### config.mk
export PLATFORM = sky130hd
export DESIGN_NAME = updown_seq_ctrl_flat
export DESIGN_NICKNAME = d
export VERILOG_FILES = /design/src/rtl/updown_pkg.sv /design/src/rtl/updown_seq_ctrl_if.sv /design/src/rtl/updown_rate_div.sv /design/src/rtl/updown_seq_ctrl.sv /design/src/flat_wrapper.sv
export SDC_FILE = /design/constraint.sdc
export NUM_CORES = 1
export LEC_CHECK = 0
export BUFFER_PORTS_ARGS = -buffer_cell sky130_fd_sc_hd__buf_2
export CAP_MARGIN = 20
export CORE_UTILIZATION = 60
export CTS_BUF_LIST = sky130_fd_sc_hd__clkbuf_8
export DETAILED_ROUTE_END_ITERATION = 12
export GPL_ROUTABILITY_DRIVEN = 0
export PLACE_DENSITY = 0.83
export SYNTH_ARGS = -nofsm -noshare
export SYNTH_HDL_FRONTEND = slang
export SYNTH_SLANG_ARGS = --single-unit
### constraint.sdc
create_clock -name clk -period 2.9 [get_ports clk]
set_clock_uncertainty 0.1 [all_clocks]
set_input_delay 0.58 -clock clk [delete_from_list [all_inputs] [get_ports clk]]
set_output_delay 0.58 -clock clk [all_outputs]
set_load 0.03 [all_outputs]
### src/rtl/updown_pkg.sv
// rtl/updown_pkg.sv - shared mode and state encodings for the up/down sequencer
package updown_pkg;

    // Command modes as carried on cmd_mode
    typedef enum logic [1:0] {
        MODE_UP     = 2'd0,
        MODE_DOWN   = 2'd1,
        MODE_BOUNCE = 2'd2,
        MODE_LOAD   = 2'd3
    } mode_e;

    // Sequencer FSM states
    typedef enum logic [1:0] {
        ST_IDLE = 2'd0,
        ST_RUN  = 2'd1,
        ST_DONE = 2'd2
    } state_e;

endpackage

### src/rtl/updown_seq_ctrl_if.sv
// rtl/updown_seq_ctrl_if.sv - command handshake and status bundle for the sequencer
interface updown_seq_ctrl_if #(
    parameter int WIDTH  = 3,
    parameter int STEP_W = 8,
    parameter int DIV_W  = 8
) ();
    logic              cmd_valid;
    logic              cmd_ready;
    logic [1:0]        cmd_mode;
    logic [WIDTH-1:0]  cmd_lo;
    logic [WIDTH-1:0]  cmd_hi;
    logic [STEP_W-1:0] cmd_steps;
    logic [DIV_W-1:0]  cmd_div;
    logic              abort;
    logic [WIDTH-1:0]  count;
    logic              dir;
    logic              busy;
    logic              done;
    logic              err;

    // System controller side: issues commands, observes status
    modport master (
        output cmd_valid, cmd_mode, cmd_lo, cmd_hi, cmd_steps, cmd_div, abort,
        input  cmd_ready, count, dir, busy, done, err
    );

    // Sequencer side
    modport slave (
        input  cmd_valid, cmd_mode, cmd_lo, cmd_hi, cmd_steps, cmd_div, abort,
        output cmd_ready, count, dir, busy, done, err
    );
endinterface

### src/rtl/updown_rate_div.sv
// rtl/updown_rate_div.sv - loadable down-counter that paces sequencer steps
module updown_rate_div #(
    parameter int DIV_W = 8
) (
    input  logic             clk,
    input  logic             rst_n,
    input  logic             load,
    input  logic             en,
    input  logic [DIV_W-1:0] load_val,
    output logic             zero
);
    logic [DIV_W-1:0] cnt;

    // Load has priority; otherwise count down while enabled and parked at zero
    always_ff @(posedge clk or negedge rst_n) begin
        if (!rst_n) begin
            cnt <= '0;
        end else if (load) begin
            cnt <= load_val;
        end else if (en && (cnt != '0)) begin
            cnt <= cnt - DIV_W'(1);
        end
    end

    assign zero = (cnt == '0);
endmodule

### src/rtl/updown_seq_ctrl.sv
// rtl/updown_seq_ctrl.sv - command-driven up/down/bounce count sequencer
module updown_seq_ctrl
    import updown_pkg::*;
#(
    parameter int WIDTH  = 3,
    parameter int STEP_W = 8,
    parameter int DIV_W  = 8
) (
    input  logic             clk,
    input  logic             rst_n,
    updown_seq_ctrl_if.slave bus
);
    state_e            state, state_n;
    mode_e             cmd_mode_e;
    mode_e             mode_q;
    logic [WIDTH-1:0]  count_q, lo_q, hi_q;
    logic              dir_q;
    logic [STEP_W-1:0] rem_q;
    logic [DIV_W-1:0]  div_q;
    logic              err_q;

    logic              accept, is_load, bad, start, step, div_zero;
    logic [WIDTH-1:0]  clamp_count, step_count;
    logic              step_dir;

    assign cmd_mode_e = mode_e'(bus.cmd_mode);
    assign accept     = bus.cmd_valid && (state == ST_IDLE);
    assign is_load    = accept && (cmd_mode_e == MODE_LOAD);
    assign bad        = accept && (cmd_mode_e != MODE_LOAD) && (bus.cmd_lo > bus.cmd_hi);
    assign start      = accept && (cmd_mode_e != MODE_LOAD) && !(bus.cmd_lo > bus.cmd_hi);
    // Abort wins over a step landing on the same edge
    assign step       = (state == ST_RUN) && div_zero && !bus.abort;

    updown_rate_div #(.DIV_W(DIV_W)) u_rate_div (
        .clk      (clk),
        .rst_n    (rst_n),
        .load     (start || step),
        .en       ((state == ST_RUN) && !div_zero),
        .load_val (start ? bus.cmd_div : div_q),
        .zero     (div_zero)
    );

    // Pull an out-of-window count to the edge the mode starts moving from
    always_comb begin
        clamp_count = count_q;
        if ((count_q < bus.cmd_lo) || (count_q > bus.cmd_hi)) begin
            clamp_count = (cmd_mode_e == MODE_DOWN) ? bus.cmd_hi : bus.cmd_lo;
        end
    end

    // Next count/direction for one step; wrap and reversal stay inside [lo,hi]
    always_comb begin
        step_count = count_q;
        step_dir   = dir_q;
        case (mode_q)
            MODE_UP:   step_count = (count_q == hi_q) ? lo_q : count_q + WIDTH'(1);
            MODE_DOWN: step_count = (count_q == lo_q) ? hi_q : count_q - WIDTH'(1);
            MODE_BOUNCE: begin
                if (lo_q == hi_q) begin
                    step_dir = !dir_q;
                end else if (dir_q) begin
                    if (count_q == hi_q) begin
                        step_dir   = 1'b0;
                        step_count = count_q - WIDTH'(1);
                    end else begin
                        step_count = count_q + WIDTH'(1);
                    end
                end else begin
                    if (count_q == lo_q) begin
                        step_dir   = 1'b1;
                        step_count = count_q + WIDTH'(1);
                    end else begin
                        step_count = count_q - WIDTH'(1);
                    end
                end
            end
            default: ;
        endcase
    end

    // FSM state register
    always_ff @(posedge clk or negedge rst_n) begin
        if (!rst_n) begin
            state <= ST_IDLE;
        end else begin
            state <= state_n;
        end
    end

    // FSM next state and status outputs
    always_comb begin
        state_n       = state;
        bus.cmd_ready = (state == ST_IDLE);
        bus.busy      = (state != ST_IDLE);
        bus.done      = (state == ST_DONE);
        case (state)
            ST_IDLE: begin
                if (is_load) begin
                    state_n = ST_DONE;
                end else if (start) begin
                    state_n = (bus.cmd_steps == '0) ? ST_DONE : ST_RUN;
                end
            end
            ST_RUN: begin
                if (bus.abort) begin
                    state_n = ST_IDLE;
                end else if (step && (rem_q == STEP_W'(1))) begin
                    state_n = ST_DONE;
                end
            end
            ST_DONE: state_n = ST_IDLE;
            default: state_n = ST_IDLE;
        endcase
    end

    // Datapath: command latch, clamp/load on accept, stepping in RUN
    always_ff @(posedge clk or negedge rst_n) begin
        if (!rst_n) begin
            count_q <= '0;
            dir_q   <= 1'b1;
            lo_q    <= '0;
            hi_q    <= '0;
            mode_q  <= MODE_UP;
            rem_q   <= '0;
            div_q   <= '0;
            err_q   <= 1'b0;
        end else begin
            err_q <= bad;
            if (is_load) begin
                count_q <= bus.cmd_lo;
            end else if (start) begin
                lo_q    <= bus.cmd_lo;
                hi_q    <= bus.cmd_hi;
                mode_q  <= cmd_mode_e;
                rem_q   <= bus.cmd_steps;
                div_q   <= bus.cmd_div;
                count_q <= clamp_count;
                dir_q   <= (cmd_mode_e != MODE_DOWN);
            end else if (step) begin
                count_q <= step_count;
                dir_q   <= step_dir;
                rem_q   <= rem_q - STEP_W'(1);
            end
        end
    end

    assign bus.count = count_q;
    assign bus.dir   = dir_q;
    assign bus.err   = err_q;
endmodule

### src/flat_wrapper.sv
// flat-port wrapper written by rule: the top's interface ports become plain ports
module updown_seq_ctrl_flat import updown_pkg::*;
#(
    parameter int WIDTH  = 3,
    parameter int STEP_W = 8,
    parameter int DIV_W  = 8
)
  (clk, rst_n, bus_cmd_valid, bus_cmd_mode, bus_cmd_lo, bus_cmd_hi, bus_cmd_steps, bus_cmd_div, bus_abort, bus_cmd_ready, bus_count, bus_dir, bus_busy, bus_done, bus_err);
  updown_seq_ctrl_if #(.WIDTH(WIDTH), .STEP_W(STEP_W), .DIV_W(DIV_W)) bus_i ();
  input  logic clk;
  input  logic rst_n;
  input wire logic [$bits(bus_i.cmd_valid)-1:0] bus_cmd_valid;
  input wire logic [$bits(bus_i.cmd_mode)-1:0] bus_cmd_mode;
  input wire logic [$bits(bus_i.cmd_lo)-1:0] bus_cmd_lo;
  input wire logic [$bits(bus_i.cmd_hi)-1:0] bus_cmd_hi;
  input wire logic [$bits(bus_i.cmd_steps)-1:0] bus_cmd_steps;
  input wire logic [$bits(bus_i.cmd_div)-1:0] bus_cmd_div;
  input wire logic [$bits(bus_i.abort)-1:0] bus_abort;
  output wire logic [$bits(bus_i.cmd_ready)-1:0] bus_cmd_ready;
  output wire logic [$bits(bus_i.count)-1:0] bus_count;
  output wire logic [$bits(bus_i.dir)-1:0] bus_dir;
  output wire logic [$bits(bus_i.busy)-1:0] bus_busy;
  output wire logic [$bits(bus_i.done)-1:0] bus_done;
  output wire logic [$bits(bus_i.err)-1:0] bus_err;
  assign bus_i.cmd_valid = bus_cmd_valid;
  assign bus_i.cmd_mode = bus_cmd_mode;
  assign bus_i.cmd_lo = bus_cmd_lo;
  assign bus_i.cmd_hi = bus_cmd_hi;
  assign bus_i.cmd_steps = bus_cmd_steps;
  assign bus_i.cmd_div = bus_cmd_div;
  assign bus_i.abort = bus_abort;
  assign bus_cmd_ready = bus_i.cmd_ready;
  assign bus_count = bus_i.count;
  assign bus_dir = bus_i.dir;
  assign bus_busy = bus_i.busy;
  assign bus_done = bus_i.done;
  assign bus_err = bus_i.err;
  updown_seq_ctrl #(.WIDTH(WIDTH), .STEP_W(STEP_W), .DIV_W(DIV_W)) u_core (.clk(clk), .rst_n(rst_n), .bus(bus_i));
endmodule
* Word-level counts from Yosys, hierarchy flattened
Index checks and enable logic that the tools add are counted.
Widths: inputs -> output; s select.
** Word-level totals
- Logic and storage cells :: 96
- Bits in registers :: 39
- Output and inout port bits :: 8
- Bits of input ports :: 28
** Operators by class
- Reduce and logical (&&, ||, !) cells :: 32
- Bitwise gates (word level) :: 1
- Eq/ne operators :: 16
- Magnitude comparators :: 3
- Mux-type cells :: 30
- Add/subtract/negate cells :: 4
** Operators by type and width (count)
- $mux 8 :: 5
- $mux 3 :: 11
- $logic_not 8->1 :: 2
- $sub 8x1->8 const B :: 2
- $logic_and 1x1->1 :: 10
- $mux 2 :: 5
- $eq 3x3->1 :: 3
- $pmux 3 s3 :: 1
- $eq 8x1->1 const B :: 1
- $reduce_bool 2->1 :: 4
- $reduce_bool 8->1 :: 1
- $mux 1 :: 7
- $eq 2x1->1 const B :: 3
- $eq 2x2->1 const B :: 3
- $gt 3x3->1 :: 2
- $reduce_and 2->1 :: 3
- $reduce_bool 5->1 :: 1
- $logic_not 1->1 :: 4
- $logic_not 2->1 :: 2
- $ne 4x2->1 const B :: 1
- $pmux 2 s2 :: 1
- $reduce_and 4->1 :: 1
- $add 3x1->3 const B :: 1
- $lt 3x3->1 :: 1
- 10 further kinds :: 11

* Logic depth before layout (Yosys ltp)
- Depth after elaboration :: 8
- Depth in mapped cells :: 9
- Depth with buffers taken out :: 8

* Cells and area by module
From an unflattened synthesis, not the netlist that was laid out.
** Unflattened totals
- Cells, all modules :: 314
- Area total of the unflattened synthesis :: 2658.8 um^2
** By module, submodules not included
- updown_seq_ctrl :: area an instance 2130.8 um^2, cells an instance 256, times used 1
- updown_rate_div :: area an instance 528.0 um^2, cells an instance 58, times used 1

* Worst setup path after synthesis
Ideal clock, no wire load.
- Path kind :: input-to-reg
- From :: input bus_cmd_hi[1]
- To :: register u_core.u_rate_div.cnt[1]
- Stages :: 8
- Setup time :: 0.123 ns
- Buffers on the path :: 1
- Slack :: 0.494 ns
- Required time :: 2.677 ns
- Arrival :: 2.184 ns
- Cells stage by stage :: inv_1 ha_1 nand3_1 o21ai_0 o211ai_2 buf_2 mux2_2 o221a_2
** On the way
- Word-level cells in the longest chain between the ends :: 5
** RTL lines
- start: declaration :: RTL line flat_wrapper.sv:15 : input wire logic [$bits(bus_i.cmd_hi)-1:0] bus_cmd_hi;
- $gt 3x3->1 (*) :: RTL line updown_seq_ctrl.sv:30 : assign start = accept && (cmd_mode_e != MODE_LOAD) && !(bus.cmd_lo > bus.cmd_hi);
- $logic_not 1->1 (*) :: RTL line updown_seq_ctrl.sv:30
- $logic_and 1x1->1 (*) :: RTL line updown_seq_ctrl.sv:30
- $mux 8 or $logic_or 1x1->1 (tied branches)
- $mux 8 or $reduce_bool 2->1 (tied branches)
- end signal: assignment :: RTL line updown_rate_div.sv:19 : cnt <= load_val;
- end signal: assignment :: RTL line updown_rate_div.sv:21 : cnt <= cnt - DIV_W'(1);
- end: declaration :: RTL line updown_rate_div.sv:12 : logic [DIV_W-1:0] cnt;
Every way passes the cells marked *; elsewhere a longest branch is shown, timed or not.
A chain may end at the register's enable or synchronous reset.

* Worst setup path in the final report
- From :: input bus_cmd_hi[1]
- To :: register u_core.u_rate_div.cnt[0]
Same word-level chain as after synthesis.

==> qor.yml <==
outcome: "finished clean"
finalNonFillerCells: 372
tns_ns: 0
drive_gt1_frac: 0.239
clk_path_buf_depth: 2
post-route-min-period_ns: 2.39
multiInputGateArea_um2: 1530
syn_inst: 281
seq_area_um2: 977
crit_fanout: 23
port_buffers: 35
final_cell_mix: "dfrtp_1, buf_2, nor2_1"
die_w_um: 68.3
yosysSeqAreaShare: 0.370
fmax_mhz: 418
dpl.hpwl_mm: 4.46
fp.dieH_um: 68.3
fin_crit_sh: 0.825
post_cts_resized: 0
rsz0062_at_grt: "no"
hold_buffers: 0
overflow: 0
pre_cts_ws_ns: 0.199
syn_to_final_growth_pct: 12.9
synth_edf_count: 0
syn-num-nets: 326
wl_per_cell_um: 15.9
relSlewSlack: 0.429
arrival_ns: 2.48
cp-end-kind: "register"
worst-endpoint-required_ns: 2.99
fin_util: 0.724
p_total_mw: 2.82
grt_pass1_wl_mm: 9.87
rows: 23
grt_pass1_vias: 2208
ff2ff_path_depth: 6
critPathLaunchType: "input pin"
antenna_found_initial: 0
vdd_ir_drop_max_uv: 492
switching_share: 0.432
cts-root-buf: "clkbuf_8"
initial_core_util: 0.641
worstSetupPathType: "in2reg"
net-switching-power_mw: 1.22
grt_usage: 0.292
cts_setup_buffers: 0
die-area_um2: 4670
clockPowerShare: 0.146
ioPinCount: 36
first_pass_iters: 4
htreeDepth: 2
cts_tree: "built"
seqPwrFrac: 0.373
power_density_nw_per_um2: 945
clk_latency_ns: 0.30
async_flop_share: 1.00
num_vias: 2247
antenna_cells: 0
tightest_slew_ns: 0.857
p_leak_nw: 1.33
fillers: 318
min_path_type: "in2async"
hold_viol: 0
drc: 0
grt_start_max_net_pins: 40
synth_area_um2: 2640
internal-power_mw: 1.60
yosysWarnings: 0
cts_buffers: 5
cts_sinks: 39
detail_route.wirelength_mm: 5.93
combPwrFrac: 0.481
avgSynthCellArea_um2: 9.39
final_common_cell: "dfrtp_1"
synth_flop_cell: "dfrtp_1"
num-nets-final: 366
setup_violations: 0
dp.cells: 364
via_per_inst: 6.04
path_clk_slew_ns: 0.08
core_um2: 4120
drt-initial-drc-count: 123
ant_nets: 0
slew_violations: 0
drv_cap: 0
fin_ws_ns: 0.507
synth.distinct_cells: 53
ys_ff_latch: 39
-- stage by stage --
stage | hold WS (ns) | cell area (µm²)
after floorplan | 0.184 | 2640
after global placement | 0.378 | 2880
after detailed placement | 0.387 | 2880
after CTS | 0.312 | 2980
after global routing | 0.372 | 2980
final | 0.294 | 2980
-- power by group through the flow --
stage / Sequential, mW / Combinational [mW] / Clock [mW]
floorplan: 1.03 / 1.01 / 0
global placement: 1.04 / 1.29 / 0
detailed placement: 1.05 / 1.34 / 0
CTS: 1.05 / 1.36 / 0.419
global route: 1.08 / 1.50 / 0.440
finish: 1.05 / 1.36 / 0.412
-- worst max-delay path, stage by stage --
cell	delay [ns]
buf_2	0.09
inv_1	0.07
ha_1	0.32
nand3_1	0.08
o21ai_0	0.12
o211ai_2	0.27
buf_4	0.32
mux2_2	0.38
o221a_2	0.24
-- state kept, by name (all words and copies together), names as in the netlist --
name	count
u_core.mode_q	2
u_core.u_rate_div.cnt	8
u_core.rem_q	8
u_core.state	2
u_core.div_q	8
u_core.bus.err	1
u_core.bus.count	3
u_core.hi_q	3
u_core.bus.dir	1
u_core.lo_q	3
-- Yosys cell counts, types with 2 or more instances --
cell      instances  share of area
and2_1            2         0.0047
nand2_1          22          0.031
nand3b_1          2         0.0057
a221o_1           2         0.0076
inv_1            20          0.028
mux2_2           13          0.055
a21oi_1          18          0.034
o311ai_0          2         0.0066
o211ai_1          4          0.011
o22a_1            2         0.0066
xor2_1            6          0.020
nand3_1          14          0.027
mux2i_1           3          0.011
o21ai_0          15          0.028
buf_4             2         0.0057
xor2_2            2          0.012
nor2_1           24          0.034
ha_1             17          0.081
a211oi_1          2         0.0057
and3_1            2         0.0047
nor2b_1           3         0.0071
nor3_1            2         0.0038
o221a_2           2         0.0085
nor3_2            2         0.0076
nand4_1           3         0.0071
dfrtp_1          38           0.36
nor4_1            6          0.014
nor4_4            2          0.016
a31oi_1           3         0.0071
clkbuf_1          3         0.0043
nor3b_1           5          0.014
buf_2             3         0.0057
xnor2_1          12          0.040
nand2b_1          4         0.0095
-- final cells by class --
type                            instances  area share
Clock buffer                            7      0.0323
Tap cell                               50      0.0210
Multi-Input combinational cell        213       0.515
Sequential cell                        39       0.328
Timing Repair Buffer                   42      0.0764
Inverter                               20      0.0252
Clock inverter                          1     0.00252
-- metal layers --
layer	wire, µm	global-route usage	share of wire	vias to the layer above
met5	0	0	0	-
met4	106	0.117	0.018	0
met3	258	0.0667	0.044	9
met2	2940	0.479	0.50	40
met1	2620	0.371	0.44	1115
li1	-	-	-	1083
-- worst paths after layout --
| path | startpoint | endpoint | slack (ns) |
|---|---|---|---|
| max | bus_cmd_hi[1] | u_core.u_rate_div.cnt[0]$_DFFE_PN0P_ | 0.51 |
| min | rst_n | u_core.u_rate_div.cnt[4]$_DFFE_PN0P_ | 0.29 |
| max reg2reg | u_core.bus.count[2]$_DFFE_PN0P_ | u_core.bus.count[2]$_DFFE_PN0P_ | 0.59 |
| min reg2reg | u_core.div_q[3]$_DFFE_PN0N_ | u_core.div_q[3]$_DFFE_PN0N_ | 0.40 |
| max in group asynchronous | rst_n | u_core.mode_q[1]$_DFFE_PN0P_ | 1.87 |
| min in group clk | u_core.div_q[3]$_DFFE_PN0N_ | u_core.div_q[3]$_DFFE_PN0N_ | 0.40 |
-- cell families (layout without fill, tap and decap cells) --
logic type,Yosys count,count (layout),share of synthesized area
adder cells (fa/ha/maj),17,17,0.0806
XOR/XNOR,20,20,0.0721
flip-flops,39,39,0.370
AND/OR/NAND/NOR,98,98,0.204
multiplexers,17,17,0.0711
AO/OA/AOI/OAI,61,61,0.154
buffers and inverters,29,70,0.0484
Note: power is estimated with default switching activity, not from simulation.
